$ cat config.mk
export PLATFORM = sky130hd
export DESIGN_NAME = vram_arbiter
export DESIGN_NICKNAME = d
export VERILOG_FILES = /design/src/rtl/vram_arbiter.sv
export SDC_FILE = /design/constraint.sdc
export NUM_CORES = 1
export LEC_CHECK = 0
export BUFFER_PORTS_ARGS = -buffer_cell sky130_fd_sc_hd__buf_2
export CAP_MARGIN = 20
export CORE_AREA = 3 3 143 145
export DETAILED_ROUTE_END_ITERATION = 7
export DIE_AREA = 0 0 146 148
export GPL_ROUTABILITY_DRIVEN = 0
export PLACE_DENSITY = 0.68
export SETUP_SLACK_MARGIN = 0.4
export SYNTH_ARGS = -nofsm -noshare
export SYNTH_HDL_FRONTEND = slang
export SYNTH_SLANG_ARGS = --single-unit
$ cat constraint.sdc
create_clock -name clk -period 2.75 [get_ports clk]
set_clock_uncertainty 0.1 [all_clocks]
set_input_delay 0.4125 -clock clk [delete_from_list [all_inputs] [get_ports clk]]
set_output_delay 0.4125 -clock clk [all_outputs]
set_load 0.01 [all_outputs]
$ cat src/rtl/vram_arbiter.sv
// vram_arbiter: shares the single-port 8-bit video RAM between scanout prefetch (pixel FIFO) and CPU req/ack accesses.
// Optional macro VRAM_CPU_ADDR_CHECK_EN: CPU addresses >= FB_SIZE ack with cpu_err=1 and never reach the RAM.
module vram_arbiter #(
  parameter int ADDR_W     = 19,
  parameter int DATA_W     = 8,
  parameter int FB_SIZE    = 480000,
  parameter int FIFO_DEPTH = 16,
  parameter int LOW_WATER  = 4
) (
  input  logic              clk,
  input  logic              rst,
  input  logic              frame_start,
  input  logic              pix_rd,
  output logic [DATA_W-1:0] pix_data,
  output logic              pix_valid,
  output logic              underrun,
  input  logic              cpu_req,
  input  logic              cpu_we,
  input  logic [ADDR_W-1:0] cpu_addr,
  input  logic [DATA_W-1:0] cpu_wdata,
  output logic              cpu_ack,
  output logic [DATA_W-1:0] cpu_rdata,
  output logic              cpu_err,
  output logic              mem_en,
  output logic              mem_we,
  output logic [ADDR_W-1:0] mem_addr,
  output logic [DATA_W-1:0] mem_din,
  input  logic [DATA_W-1:0] mem_dout
);

  localparam int PTR_W = $clog2(FIFO_DEPTH);
  localparam int CNT_W = PTR_W + 1;
  localparam logic [CNT_W:0] DEPTH_C = (CNT_W+1)'(FIFO_DEPTH);
  localparam logic [CNT_W:0] LOW_C   = (CNT_W+1)'(LOW_WATER);

  typedef enum logic [1:0] {CPU_IDLE, CPU_BUSY, CPU_WAIT, CPU_ACK} cpu_state_t;

  cpu_state_t        cpu_state, cpu_state_nxt;
  logic [ADDR_W-1:0] scan_addr;
  logic [DATA_W-1:0] fifo_mem [FIFO_DEPTH];
  logic [PTR_W-1:0]  wr_ptr, rd_ptr;
  logic [CNT_W-1:0]  count;
  logic [CNT_W:0]    occupancy;
  logic              tag_s1, tag_s2;
  logic              cpu_we_q, cpu_oor_q;
  logic              cpu_oor;
  logic              scan_elig, cpu_elig, scan_grant, cpu_grant, cpu_accept;
  logic              push, pop, fifo_empty;

`ifdef VRAM_CPU_ADDR_CHECK_EN
  logic cpu_err_r;
  assign cpu_oor = ({1'b0, cpu_addr} >= (ADDR_W+1)'(FB_SIZE));
  assign cpu_err = cpu_err_r;

  always_ff @(posedge clk) begin
    if (rst) cpu_err_r <= 1'b0;
    else     cpu_err_r <= (cpu_state == CPU_WAIT) && cpu_oor_q;
  end
`else
  assign cpu_oor = 1'b0;
  assign cpu_err = 1'b0;
`endif

  // Scan fetches still in the tag pipeline count as occupied so the FIFO can never overflow.
  assign occupancy  = {1'b0, count} + (CNT_W+1)'(tag_s1) + (CNT_W+1)'(tag_s2);
  assign fifo_empty = (count == '0);
  assign pix_valid  = !fifo_empty;
  assign pix_data   = fifo_empty ? '0 : fifo_mem[rd_ptr];
  assign push       = tag_s2 && !frame_start;
  assign pop        = pix_rd && !fifo_empty && !frame_start;

  always_comb begin
    scan_elig  = !frame_start && (occupancy < DEPTH_C);
    cpu_elig   = (cpu_state == CPU_IDLE) && cpu_req && !cpu_oor;
    scan_grant = scan_elig && (!cpu_elig || (occupancy < LOW_C));
    cpu_grant  = cpu_elig && !scan_grant;
    cpu_accept = cpu_grant || ((cpu_state == CPU_IDLE) && cpu_req && cpu_oor);
  end

  always_comb begin
    cpu_state_nxt = cpu_state;
    case (cpu_state)
      CPU_IDLE: if (cpu_accept) cpu_state_nxt = CPU_BUSY;
      CPU_BUSY: cpu_state_nxt = CPU_WAIT;
      CPU_WAIT: cpu_state_nxt = CPU_ACK;
      CPU_ACK:  cpu_state_nxt = CPU_IDLE;
      default:  cpu_state_nxt = CPU_IDLE;
    endcase
  end

  always_ff @(posedge clk) begin
    if (rst) begin
      cpu_state <= CPU_IDLE;
      cpu_we_q  <= 1'b0;
      cpu_oor_q <= 1'b0;
      cpu_ack   <= 1'b0;
      cpu_rdata <= '0;
    end else begin
      cpu_state <= cpu_state_nxt;
      cpu_ack   <= (cpu_state == CPU_WAIT);
      if (cpu_accept) begin
        cpu_we_q  <= cpu_we;
        cpu_oor_q <= cpu_oor;
      end
      if ((cpu_state == CPU_WAIT) && !cpu_we_q && !cpu_oor_q) cpu_rdata <= mem_dout;
      else                                                     cpu_rdata <= '0;
    end
  end

  // A scan tag entering stage 2 while frame_start is high belongs to the old frame and is dropped.
  always_ff @(posedge clk) begin
    if (rst) begin
      mem_en   <= 1'b0;
      mem_we   <= 1'b0;
      mem_addr <= '0;
      mem_din  <= '0;
      tag_s1   <= 1'b0;
      tag_s2   <= 1'b0;
    end else begin
      mem_en   <= scan_grant || cpu_grant;
      mem_we   <= cpu_grant && cpu_we;
      mem_addr <= scan_grant ? scan_addr : (cpu_grant ? cpu_addr : '0);
      mem_din  <= (cpu_grant && cpu_we) ? cpu_wdata : '0;
      tag_s1   <= scan_grant;
      tag_s2   <= tag_s1 && !frame_start;
    end
  end

  always_ff @(posedge clk) begin
    if (rst || frame_start)
      scan_addr <= '0;
    else if (scan_grant)
      scan_addr <= (scan_addr == ADDR_W'(FB_SIZE-1)) ? '0 : scan_addr + ADDR_W'(1);
  end

  always_ff @(posedge clk) begin
    if (rst || frame_start) begin
      wr_ptr <= '0;
      rd_ptr <= '0;
      count  <= '0;
    end else begin
      if (push) wr_ptr <= wr_ptr + PTR_W'(1);
      if (pop)  rd_ptr <= rd_ptr + PTR_W'(1);
      count <= count + CNT_W'(push) - CNT_W'(pop);
    end
  end

  always_ff @(posedge clk) begin
    if (push) fifo_mem[wr_ptr] <= mem_dout;
  end

  always_ff @(posedge clk) begin
    if (rst) underrun <= 1'b0;
    else if (pix_rd && fifo_empty && !frame_start) underrun <= 1'b1;
  end

  assert property (@(posedge clk) disable iff (rst) count <= CNT_W'(FIFO_DEPTH));

endmodule

# [After elaboration in Yosys (flattened, before gate mapping)]
# Memories as Yosys holds them, arrays and structs flattened. A register that Yosys moved wholly into a read port is not among the register bits.
# Index checks and enable logic that the tools add are counted.
[classes] n_addsub=7 n_mul=0 n_div=0 magnitude_cmp=2 eq_ne=5 n_shift=0 mux=10 bitwise_logic=2 reduce_logical=24
[op_table] operator="two-way mux 19 bit" count=3
[op_table] operator="adder 19 x 1 -> 19 bit (second input constant)" count=1
[op_table] operator="== test 19 bit (second input constant)" count=1
[op_table] operator="logical AND 1 bit" count=12
[op_table] operator="adder 4 x 1 -> 4 bit (second input constant)" count=2
[op_table] operator="two-way mux 4 bit" count=2
[op_table] operator="two-way mux 8 bit" count=1
[op_table] operator="one-hot mux 2 bit (4 select lines)" count=1
[op_table] operator="adder 5 x 1 -> 6 bit" count=1
[op_table] operator="adder 6 x 1 -> 6 bit" count=1
[op_table] operator="less-than comparator 6 x 3 -> 1 bit (second input constant)" count=1
[op_table] operator="less-than comparator 6 x 5 -> 1 bit (second input constant)" count=1
[op_table] operator="adder 5 x 1 -> 5 bit" count=1
[op_table] operator="zero test 1 bit" count=5
[op_table] operator="zero test 5 bit" count=1
[op_table] operator="subtractor 5 x 1 -> 5 bit" count=1
[op_table] operator="== test 2 bit (second input constant)" count=2
[op_table] operator="OR reduction 2 bit" count=2
[op_table] operator="logical OR 1 bit" count=3
[op_table] operator="== test 2 x 1 -> 1 bit (second input constant)" count=1
[op_table] operator="zero test 2 bit" count=1
[op_table] operator="two-way mux 1 bit" count=2
[op_table] operator="two-way mux 2 bit" count=1
[op_table] operator="!= test 2 bit (second input constant)" count=1
[op_table] operator="NOT 1 bit" count=2
[totals] register_bits=76 latchBits=0 mem_bits_rw=128 romBits=0 input_bits=41 out_inout_bits=49 elab_cells=66 mem_count=1
[memory_table] memory="fifo_mem" words=16 word_bits=8 rd=1 rd_ports_with_merged_regs=1 wr=1 line="40" rtl="logic [DATA_W-1:0] fifo_mem [FIFO_DEPTH];"

# [Longest topological paths before layout]
[depth] depth_word=10 ltp_mapped=13 ltp_nobuf=13

# [Least setup slack after synthesis]
# Ideal clock, no wire load.
[synth_path] path_kind="register to register" from="register count[2]" to="register count[4]" setup_ns=0.122 arrival_ns=2.549 required_ns=2.528 slack_ns=-0.022 path_stages_with_launch=14 n_path_buf=0 synth_period_minus_slack_ns=2.772 cell_sequence="dfxtp_1 inv_1 ha_1 nor4b_1 nor3b_1 ha_1 inv_1 ha_1 fa_1 a21oi_1 nor2_1 nor2_1 xnor2_1 nor2_1"
[synth_via] elab_chain_cells=5 word_cells_on_any_way=6 cone_classes="2 x add/sub; 4 x reduce/logical"
[synth_rtl] element="start: declaration" line="42" rtl="logic [CNT_W-1:0] count;"
[synth_rtl] element="start signal: assignment" line="144" rtl="count <= count + CNT_W'(push) - CNT_W'(pop);"
[synth_rtl] element="zero test 5 bit" line="66" rtl="assign fifo_empty = (count == '0);"
[synth_rtl] element="zero test 1 bit" line="70" rtl="assign pop = pix_rd && !fifo_empty && !frame_start;"
[synth_rtl] element="logical AND 1 bit (2 in a row)" line="70"
[synth_rtl] element="named net pop" line="48" rtl="logic push, pop, fifo_empty;"
[synth_rtl] element="subtractor 5 x 1 -> 5 bit" line="144"
# The timed path passes the listed nets, and every way through them passes these cells.
# A chain may end at the register's enable or synchronous reset.

==> reports/results.ini <==
[synth]
synth_edf_count=128
synth_ff_type=edfxtp_1
synth_fp_nets=612
synthArstFlopShare_pct=0
syn_area_per_cell_um2=15.26
ys_ff_latch=208
ys_warn_count=0
yosys-top-cells-area=edfxtp_1 (46%), dfxtp_1 (19%), mux4_2 (11%), and2_1 (3.1%), ha_1 (2.8%)
synthCells=551
synthesis.area_um2=8409
yosysTopAreaCellShare_pct=45.71
synth_cell_types=56
ys_seq_area_share_pct=64.75
synth.largest_area_cell=edfxtp_1

[drt]
wl_per_cell_um=20.62
drt.antenna.violating_nets=0
vias=5248
drt-initial-drc-count=436
drc_errors=0
drt_pass1_iterations=5
avgViaCountPerCell=5.530
wl_mm=19.57

[cells_and_area]
area.growth.synth_to_final_pct=24.80
finalNetCount=729
multi_input_area_um2=2927
regArea_um2=5460
drive_above_1_share_pct=36.84
mostFrequentLayoutCells=edfxtp_1 (128), buf_2 (82), dfxtp_1 (74), mux4_2 (40), and2_1 (34)
antenna_cells=0
fillers=1563
final_common_cell=edfxtp_1

[placement]
preCtsSetupSlack_ps=213.8
io_buffers=88
dp_hpwl_mm=12.30

[sta]
setup_violations=8
layout_setup_ws_ps=-244.6
maxSlewViolCount=0
fmax_mhz=333.9
finalCritPeriodShare_pct=108.9
tns_ps=-1763
max_slew.worst_pin.slew_ps=580.4
rsz0062_at_grt=true
slew_headroom_pct=61.31
final_hold_viol_count=0
finalCriticalPeriod_ps=2995

[global_routing]
grt_usage_pct=17.47
grt_pass1_vias=5130
overflow=0
grt_antenna_before_repair=0
grt_max_degree=36
grt_pass1_wl_mm=29.91

[die]
rows=51
ios=90
start_util_pct=43.49
die_h_um=148
die_w_um=146
dieArea_um2=21610
coreArea_um2=19330

[setup_path]
required_ps=2240
end_kind=output pin
arrival_ps=2480
worstReg2RegStart=count[2]$_SDFF_PP0_
critical_path_class=reg -> out
cp-start-kind=register
critical_path.max_fanout=6

[clock_network]
numCtsBuffers=22
cts_tree=done
cts_max_level=1
clock_sink_count=208
path_clk_slew_ps=60
cts-root-buf=clkbuf_16
cts.path.max_buffers=3
clock_latency_ps=500

[pwr]
power_density_nw_per_um2=707.3
p_leak_uw=0.003738
vdd_drop_max_mv=0.4859

[run_status]
violations=setup timing
status=finished with violations

[worst_hold_path]
hold_start=cpu_addr[9]
hp-class=in -> reg

[job]
drv_cap=0

final cells by class:
cell class	instances	share of cell area (%)
inverter	14	0.5484
tap	265	3.159
multi-input combinational	299	27.89
sequential	208	52.03
clock inverter	15	1.872
timing repair buffer	123	8.870
clock buffer	25	5.639
cells by family (layout without fill, tap and decap cells):
family	Yosys count	after routing	share of synthesized area, %
XOR/XNOR	10	10	1.041
other	1	1	0.04459
AND/OR/NAND/NOR	143	143	10.21
buffers and inverters	44	177	2.440
multiplexers	44	44	11.19
AO/OA/AOI/OAI	81	81	7.261
flip-flops	208	208	64.75
adder cells (fa/ha/maj)	20	20	3.065
flip-flops by register name, indices dropped and copies added (netlist names), named ones only:
signal and cells:
cpu_state 2, mem_en 1, mem_din 8, cpu_rdata 8, underrun 1, mem_we 1
rd_ptr 4, tag_s1 1, tag_s2 1, wr_ptr 4, scan_addr 19, fifo_mem 128
count 5, mem_addr 19, cpu_ack 1, cpu_we_q 1
per-layer routing:
layer / global-route usage [%] / part of all wire [%] / routed length, um
met5: 0 / 0 / 0
met4: 3.763 / 2.4 / 478
met3: 2.636 / 5.3 / 1031
met2: 30.43 / 52 / 10150
met1: 23.50 / 40 / 7906
Yosys cell counts, types with 6 or more instances:
library cell  instances
buf_2                10
clkbuf_1             10
nand3_1              10
edfxtp_1            128
a22o_1               15
a21oi_1              28
xnor2_1               6
mux4_2               40
ha_1                 19
dfxtp_1              80
nand2_1              13
or4_1                15
nand4_1               9
inv_1                14
o31ai_1              15
and3_1               11
and2_1               41
nor2_1               19
power by group:
group | internal [uW] | total, uW | switching (uW)
sequential | 3380 | 3430 | 41.7
clock | 1930 | 3140 | 1210
combinational | 393 | 859 | 466
per-stage QoR:
step	utilization [%]	area (um2)	power [uW]	hold WS [ps]	instances
finish	54.28	10500	7423	20.79	949
global route	54.28	10500	7699	17.26	949
detailed placement	47.71	9224	4209	357.8	890
CTS	52.69	10190	7383	11.35	940
global placement	47.71	9224	4183	357.0	890
floorplan	-	8466	3943	352.6	551
critical path: stages, from the launching register on:
cell and delay [ps]:
dfxtp_4 480, buf_12 170, mux4_2 540, mux4_2 510, and2_4 160, buf_6 110
timing repair:
item,in CTS,in global routing
hold buffers,0,0
resized for setup,19,45
endpoints found under the hold margin,0,0
pin swaps,12,22
setup buffers,8,5
cloned,2,4
endpoints found under the setup margin,39,51
path summary, 6_finish.rpt:
path                            cells after the start  slack (ps)                endpoint
worst max-delay path                                5        -240             pix_data[1]
worst min-delay path                                2          20  mem_addr[9]$_SDFF_PP0_
worst max register to register                     13         350     count[4]$_SDFF_PP0_
worst min register to register                      1         380       tag_s2$_SDFF_PP0_
(Power assumes the default switching activity.)
